`src/rtl/rom_fetch_sequencer.sv`:
```
// ============================================================================
// rom_fetch_sequencer
// ----------------------------------------------------------------------------
// Instruction-fetch controller placed between a combinational 4-bit-opcode
// program ROM and the CPU execute unit.
//
// The block owns the program counter. It drives the ROM address straight from
// the pc register and registers each returned opcode. It presents that opcode
// to execute over a valid/ready handshake. It also handles skip requests
// coming back from execute (SNZ A / SNZ S outcomes), detects the end of the
// program and halts.
//
// Parameters
//   ADDR_WIDTH   : width of pc / rom_addr.
//   LAST_ADDR    : address whose accepted issue ends the program.
//   CLR_HALT_RUN : number of consecutive accepted CLR (4'b0111) opcodes that
//                  forces a halt; 0 disables the check.
//
// Ports
//   clk          in   rising-edge system clock
//   rst_n        in   asynchronous active-low reset
//   start        in   level; starts execution from address 0 (IDLE / HALT only)
//   rom_addr     out  ROM address, equal to pc
//   rom_data     in   opcode at rom_addr, valid in the same cycle
//   instr        out  registered opcode under issue
//   instr_valid  out  instr is valid
//   instr_ready  in   execute accepts instr this cycle
//   skip_req     in   one-cycle pulse: discard the instruction after this one
//   step         in   (FETCH_SINGLE_STEP_EN only) allows one fetch or skip
//   pc           out  current fetch address
//   halted       out  sequencer is in HALT
//   busy         out  sequencer is in FETCH or ISSUE
//
// Build option
//   FETCH_SINGLE_STEP_EN : when defined, adds the 'step' input. FETCH then
//                          advances only in cycles where step=1. When the
//                          macro is undefined, FETCH advances every cycle.
// ============================================================================
module rom_fetch_sequencer #(
  parameter int ADDR_WIDTH   = 8,
  parameter int LAST_ADDR    = 255,
  parameter int CLR_HALT_RUN = 4
) (
  input  logic                  clk,
  input  logic                  rst_n,
  input  logic                  start,
  output logic [ADDR_WIDTH-1:0] rom_addr,
  input  logic [3:0]            rom_data,
  output logic [3:0]            instr,
  output logic                  instr_valid,
  input  logic                  instr_ready,
  input  logic                  skip_req,
`ifdef FETCH_SINGLE_STEP_EN
  input  logic                  step,
`endif
  output logic [ADDR_WIDTH-1:0] pc,
  output logic                  halted,
  output logic                  busy
);

  localparam logic [3:0] OP_CLR = 4'b0111;

  // The run counter only needs to reach CLR_HALT_RUN. It is kept at least
  // one bit wide so the design stays legal when the check is disabled.
  localparam int CW = (CLR_HALT_RUN > 0) ? $clog2(CLR_HALT_RUN + 1) : 1;
  localparam logic [CW-1:0]         CLR_LIMIT = CW'(CLR_HALT_RUN);
  localparam logic [ADDR_WIDTH-1:0] LAST      = ADDR_WIDTH'(LAST_ADDR);
  localparam logic [ADDR_WIDTH-1:0] ONE       = ADDR_WIDTH'(1);

  typedef enum logic [1:0] {
    S_IDLE  = 2'd0,
    S_FETCH = 2'd1,
    S_ISSUE = 2'd2,
    S_HALT  = 2'd3
  } state_t;

  state_t                  state;
  logic [ADDR_WIDTH-1:0]   fetch_addr;   // address of the opcode held in instr
  logic                    skip_pending;
  logic [CW-1:0]           clr_run;

  logic [CW-1:0]           clr_run_next;
  logic                    halt_now;
  logic                    fetch_go;

`ifdef FETCH_SINGLE_STEP_EN
  assign fetch_go = step;
`else
  assign fetch_go = 1'b1;
`endif

  // The ROM is combinational, so its address is simply the pc register.
  assign rom_addr = pc;

  // Status flags are decoded from the state register. They therefore follow
  // the asynchronous reset immediately, and they can never both be high.
  assign halted = (state == S_HALT);
  assign busy   = (state == S_FETCH) || (state == S_ISSUE);

  // Value the CLR run counter takes if the instruction under issue is
  // accepted this cycle. The halt decision uses this updated value.
  // NOTE: every signal driven in always_comb gets a default at the top of the
  // block; without it, a missed branch would infer a latch.
  always_comb begin
    clr_run_next = '0;
    if (instr == OP_CLR) begin
      clr_run_next = (clr_run == CLR_LIMIT) ? clr_run : clr_run + CW'(1);
    end
  end

  always_comb begin
    halt_now = 1'b0;
    if (fetch_addr == LAST) begin
      halt_now = 1'b1;
    end else if ((CLR_HALT_RUN != 0) && (clr_run_next == CLR_LIMIT)) begin
      halt_now = 1'b1;
    end
  end

  // Single sequential process: the FSM and all of its registered outputs.
  // NOTE: state registers use non-blocking assignments. Every branch then
  // reads the pre-edge values, independent of statement order.
  always_ff @(posedge clk or negedge rst_n) begin
    if (!rst_n) begin
      // NOTE: every register here is a small control flop, so all of them
      // are reset. There is no storage array that would need to stay
      // unreset.
      state        <= S_IDLE;
      pc           <= '0;
      instr        <= OP_CLR;
      instr_valid  <= 1'b0;
      fetch_addr   <= '0;
      skip_pending <= 1'b0;
      clr_run      <= '0;
    end else begin
      case (state)
        S_IDLE: begin
          if (start) begin
            state        <= S_FETCH;
            pc           <= '0;
            skip_pending <= 1'b0;
            clr_run      <= '0;
          end
        end

        S_FETCH: begin
          if (fetch_go) begin
            pc <= pc + ONE;
            if (skip_pending) begin
              // Discard this opcode. A skip_req arriving now is absorbed,
              // because only one instruction is ever skipped per request.
              skip_pending <= 1'b0;
            end else begin
              instr        <= rom_data;
              fetch_addr   <= pc;
              instr_valid  <= 1'b1;
              skip_pending <= skip_req;
              state        <= S_ISSUE;
            end
          end else if (skip_req) begin
            skip_pending <= 1'b1;
          end
        end

        S_ISSUE: begin
          if (skip_req) begin
            skip_pending <= 1'b1;
          end
          if (instr_ready) begin
            instr_valid <= 1'b0;
            clr_run     <= clr_run_next;
            if (halt_now) begin
              // A skip that lands on the halting handshake has nothing left
              // to skip, so it is dropped.
              state        <= S_HALT;
              skip_pending <= 1'b0;
            end else begin
              state <= S_FETCH;
            end
          end
        end

        S_HALT: begin
          if (start) begin
            state        <= S_FETCH;
            pc           <= '0;
            skip_pending <= 1'b0;
            clr_run      <= '0;
          end
        end

        default: state <= S_IDLE;
      endcase
    end
  end

endmodule

```
`config.mk`:
```
export PLATFORM = sky130hd
export DESIGN_NAME = rom_fetch_sequencer
export DESIGN_NICKNAME = d
export VERILOG_FILES = /design/src/rtl/rom_fetch_sequencer.sv
export SDC_FILE = /design/constraint.sdc
export NUM_CORES = 1
export LEC_CHECK = 0
export CAP_MARGIN = 5
export CORE_UTILIZATION = 45
export CTS_CLUSTER_SIZE = 28
export DETAILED_ROUTE_END_ITERATION = 7
export GPL_TIMING_DRIVEN = 0
export MAX_ROUTING_LAYER = met4
export PLACE_DENSITY = 0.75
export SLEW_MARGIN = 40
export SYNTH_ARGS = -nofsm -noshare
export SYNTH_HDL_FRONTEND = slang
export SYNTH_SLANG_ARGS = --single-unit
```
`constraint.sdc`:
```
create_clock -name clk -period 1.68 [get_ports clk]
set_clock_uncertainty 0.1 [all_clocks]
set_input_delay 0.252 -clock clk [delete_from_list [all_inputs] [get_ports clk]]
set_output_delay 0.252 -clock clk [all_outputs]
set_load 0.02 [all_outputs]
```
Word level (Yosys, flattened, before mapping)

Index checks and enable logic that the tools add are counted.

Bits in registers: 27
Bits of input ports: 9
Output and inout bits: 23
Word-level logic and storage cells: 54

Add/subtract/negate cells: 2
Eq/ne operators: 10
Multiplexer cells: 23
Bitwise gates (word level): 1
Reduce and logical (&&, ||, !) cells: 11

Operators with widths:

| kind                                                | number |
|---|---|
| case mux 8 bit (2 select lines)                     | 1 |
| 2-to-1 mux 3 bit                                    | 4 |
| 2-to-1 mux 1 bit                                    | 9 |
| AND reduction 3 bit                                 | 3 |
| adder 8 x 1 -> 8 bit, second input constant         | 1 |
| equality test 8 bit, second input constant          | 1 |
| 2-to-1 mux 2 bit                                    | 4 |
| 2-to-1 mux 8 bit                                    | 1 |
| equality test 3 bit, second input constant          | 2 |
| case mux 2 bit (3 select lines)                     | 1 |
| case mux 3 bit (2 select lines)                     | 1 |
| nonzero test 2 bit                                  | 3 |
| equality test 2 bit, second input constant          | 2 |
| equality test 4 x 3 -> 1 bit, second input constant | 1 |
| != test 2 bit, second input constant                | 2 |
| AND reduction 2 bit                                 | 2 |
| adder 3 x 1 -> 3 bit, second input constant         | 1 |
| case mux 1 bit (3 select lines)                     | 1 |
| equality test 2 x 1 -> 1 bit, second input constant | 1 |
| logical NOT 2 bit                                   | 1 |
| != test 2 x 1 -> 1 bit, second input constant       | 1 |
| case mux 1 bit (2 select lines)                     | 1 |
| OR reduction 2 bit                                  | 1 |
| logical OR 1 bit                                    | 1 |
| inverter 1 bit                                      | 1 |

Longest topological paths before layout

Depth after elaboration: 9
Gate-level depth with buffers: 7
Gate-level depth less buffers: 6

Least setup slack after synthesis

No wires, ideal clock.

Path type: register to register
From: register clr_run[0]
To: register skip_pending
Setup time: 0.133 ns
Arrival time: 1.577 ns
Data required time: 1.447 ns
Path slack: -0.130 ns
Cell stages (with the launch flop): 6
Buffers on the path: 0
Period minus slack after synthesis: 1.810 ns
Cell sequence: dfrtp_1 ha_1 or3b_1 a311o_1 o2111ai_2 o211ai_1

Longest elaborated chain between the ends: 9
Elaborated cells on any way between the ends: 10
Those cells by class: add/sub: 1; eq/ne: 2; mux: 7

RTL lines:

| element                                                     | line | source |
|---|---|---|
| from (decl)                                                 | 80   | `logic [CW-1:0] clr_run;` |
| from (signal assigned)                                      | 171  | `clr_run <= clr_run_next;` |
| adder 3 x 1 -> 3 bit or equality test 3 bit (tied branches) | 107  | `clr_run_next = (clr_run == CLR_LIMIT) ? clr_run : clr_run + CW'(1);` |
| 2-to-1 mux 3 bit *                                          | 107  |  |
| 2-to-1 mux 3 bit *                                          | 106  | `if (instr == OP_CLR) begin` |
| equality test 3 bit *                                       | 115  | `end else if ((CLR_HALT_RUN != 0) && (clr_run_next == CLR_LIMIT)) begin` |
| 2-to-1 mux 1 bit *                                          | 115  |  |
| 2-to-1 mux 1 bit *                                          | 113  | `if (fetch_addr == LAST) begin` |
| 2-to-1 mux 1 bit *                                          | 172  | `if (halt_now) begin` |
| 2-to-1 mux 1 bit *                                          | 169  | `if (instr_ready) begin` |
| case mux 1 bit (3 select lines) *                           | 136  | `case (state)` |
| to (signal assigned)                                        | 157  | `skip_pending <= skip_req;` |
| to (decl)                                                   | 79   | `logic skip_pending;` |

Mark *: on every way between the ends. The rest lies on a longest branch, timed or not.
A chain may end at the register's enable or synchronous reset.

Worst setup path after layout

From: register clr_run[1]
To: register skip_pending

Same word-level chain as after synthesis.

==> impl_metrics.py <==
metrics = {
    "detailed_routing": {
        "drc_errors": 0,
        "post_drt_via_cell_ratio": 5.324,
        "dr.pass1.iters": 4,
        "drtAntennaViolNets": 0,
        "drtIter0Drc": 51,
        "wirelength_mm": 3.759,
        "route.detailed.wl_per_inst_um": 15.79,
        "detailroute.via_count": 1267,
    },
    "finish": {
        "nNetsFinal": 210,
        "fraction_of_final_layout_cells_sized_beyond_drive_strength_1_pct": 39.69,
        "antennaDiodeCount": 0,
        "final_util_pct": 68.81,
        "synthToLayoutAreaGrowth_pct": 44.62,
    },
    "synthesis": {
        "synth.distinct_cells": 34,
        "async_s_r_ff_share_synth_pct": 100.0,
        "syn-num-nets": 154,
        "synth_top_cell_by_area": "sky130_fd_sc_hd__dfrtp_1",
        "synth-edff-count": 0,
        "post_synth_instance_area_um2": 1453,
        "post_synth.cell_area_avg_um2": 10.45,
        "yosys_most_used_dff": "sky130_fd_sc_hd__dfrtp_1",
        "synth.yosys.warnings": 0,
        "synthTopCellsByCount": "sky130_fd_sc_hd__dfrtp_1, sky130_fd_sc_hd__nand2_1, sky130_fd_sc_hd__mux2_2, sky130_fd_sc_hd__buf_4, sky130_fd_sc_hd__inv_1",
        "synth.ff_latch_count": 27,
        "seq_total_area_yosys_pct": 46.77,
        "yosys.cell_count.top_type": "sky130_fd_sc_hd__dfrtp_1",
        "yosysTopAreaCellShare_pct": 41.34,
        "synth_cells": 139,
        "synthTopCellsByArea": "sky130_fd_sc_hd__dfrtp_1, sky130_fd_sc_hd__mux2_2, sky130_fd_sc_hd__dfstp_2, sky130_fd_sc_hd__ha_1, sky130_fd_sc_hd__nand2_1",
    },
    "floorplanning": {
        "num_io_pins": 32,
        "core_um2": 3053,
        "die_height_um": 58.82,
        "die_x_um": 58.82,
        "start_util_pct": 47.58,
        "die_area_um2": 3459,
        "row_count": 20,
    },
    "worst_setup_path": {
        "critical_path_class": "reg2reg",
        "startpoint_type": "flop",
        "critical_path.endpoint_type": "flop",
        "critical_path.max_fanout": 2,
        "worst_ep_required_time_ns": 1.81,
        "critical_path_arrival_ns": 2.01,
    },
    "timing": {
        "tightest_pin_transition_ns": 0.6020,
        "final_min_period_over_clock_period_pct": 112.0,
        "report.final.hold_viol_count": 0,
        "final-setup-viol-count": 6,
        "setup_repair_after_global_routing_missed_its_margin": "true",
        "final.setup.worst_slack_ns": -0.2011,
        "maxSlewViolCount": 0,
        "slew_headroom_pct": 59.87,
        "final_period_minus_worst_setup_slack_ns": 1.881,
        "timing.fmax_mhz": 531.6,
    },
    "status": {
        "violations": "negative setup slack",
        "outcome": "finished, violations left",
    },
    "placed_design": {
        "detailedPlacementHpwl_mm": 2.279,
        "gpl.final_weighted_congestion": 0.8020,
        "placement.io_buffers": 30,
    },
    "clock_network": {
        "skew_pair_late_insertion_delay_ns": 0.34,
        "tritoncts_num_sinks": 27,
        "tritoncts.num_buffers": 3,
        "cts-htree-levels": 1,
        "path_clk_slew_ns": 0.15,
        "tritoncts": "yes",
        "clk_root_buffer_cell": "sky130_fd_sc_hd__clkbuf_4",
        "max-clock-path-buffers": 2,
    },
    "grt": {
        "globalRoute.totalOverflow": 0,
        "grt_first_pass_wirelength_mm": 6.078,
        "vias_in_the_first_global_route": 1325,
        "initial_antenna_violation_count": 0,
        "global_route.usage.total_pct": 24.36,
        "grt_max_degree": 28,
    },
    "power": {
        "power_density_nw_per_um2": 1676,
        "leakage_nw": 0.9943,
        "vdd.ir_drop.worst_mv": 1.227,
        "total_power_mw": 3.521,
    },
    "flow_run": {
        "max_cap_viol_count": 0,
    },
    "min_path": {
        "hold_path_class": "in2reg",
    },
}
==> area by class of cell <==
cell class              count  area, um2
plain buffers              13      120.1
clock buffers               3      22.52
clock inverters             1      5.005
fillers                   266      952.2
inverters                   7      28.78
multi-input cells          92      740.7
flip-flops and latches     27      688.2
well taps                  44      55.05
repair buffers             51      440.4
==> flip-flops by register name, summed over array words and instances (netlist names) <==
signal        cells
clr_run           3
fetch_addr        8
instr             4
instr_valid       1
pc                8
skip_pending      1
state             2
==> timing repair <==
item / in CTS / in global routing
hold buffers: 1 / 0
setup buffers: 15 / 6
pin swaps: 3 / 10
resized for setup: 60 / 14
setup endpoints to repair: 45 / 18
hold endpoints to repair: 24 / 0
==> stage by stage <==
stage / area [um2] / setup WS (ns) / TNS, ns / cells / hold WS, ns
finish: 2101 / -0.2011 / -0.6375 / 238 / 0.2086
global route: 2101 / -0.2822 / -1.103 / 238 / 0.2322
CTS: 2027 / -0.2029 / -0.5465 / 233 / 0.1980
detailed placement: 1809 / -0.6566 / -3.759 / 213 / 0.1976
global placement: 1814 / -0.6027 / -5.982 / 213 / 0.3913
floorplan: 1459 / -0.1197 / -0.1751 / 139 / -0.1436
==> placed cells by master, fill, tap and decap left out, types with 6 or more instances in the layout <==
master | netlist | layout
sky130_fd_sc_hd__buf_4 | 8 | 25
sky130_fd_sc_hd__clkdlybuf4s50_1 | 0 | 6
sky130_fd_sc_hd__mux2_2 | 12 | 10
sky130_fd_sc_hd__dfrtp_2 | 0 | 7
sky130_fd_sc_hd__nand4_1 | 6 | 6
sky130_fd_sc_hd__dlygate4sd2_1 | 0 | 21
sky130_fd_sc_hd__nand2_1 | 17 | 17
sky130_fd_sc_hd__dfrtp_1 | 24 | 17
sky130_fd_sc_hd__o22ai_1 | 6 | 6
==> path summary, 6_finish.rpt <==
kind                                    start       endpoint  slack [ns]  cells past startpoint
worst max-delay path               clr_run[1]   skip_pending       -0.20                      6
worst min-delay path                    start          pc[1]        0.21                      2
worst max register to register     clr_run[1]   skip_pending       -0.20                      6
worst min register to register  fetch_addr[6]  fetch_addr[6]        0.43                      1
max in group asynchronous               rst_n          pc[2]        0.71                      2
min in group asynchronous               rst_n          pc[6]        0.34                      2
==> kinds of logic (layout without fill, tap and decap cells) <==
kind of cell               count (synthesis)  in the layout  synth area share (%)
AOI/OAI and AO/OA                         26             26                 12.58
xor gates and xnor gates                   5              5                 3.015
adders and majority gates                  6              6                 5.168
buffers and inverters                     20             75                 7.408
DFF                                       27             27                 46.77
muxes                                     15             15                 11.37
and+or+nand+nor                           40             40                 13.70
==> where the power goes <==
part	switching (mW)	internal [mW]	leakage [nW]
Sequential	0.151	0.845	0.340
Clock	0.200	0.0897	0.0177
Combinational	1.10	1.14	0.636
==> critical path, cell delays in order (launching register included) <==
cell and delay, ns:
sky130_fd_sc_hd__dfrtp_1 0.44, sky130_fd_sc_hd__inv_2 0.07, sky130_fd_sc_hd__ha_4 0.16, sky130_fd_sc_hd__or3b_1 0.34
sky130_fd_sc_hd__a311o_1 0.37, sky130_fd_sc_hd__o2111ai_2 0.17, sky130_fd_sc_hd__o211ai_1 0.11
==> metal layers <==
layer  GRT usage (%)  up-vias  wire (um)
li1                -      593          -
met1           27.54      628       1598
met2           44.97       40       1987
met3           1.978        6        131
met4           8.163        0         42
met5               -        -          0
Power figures use the tool's default switching activity.
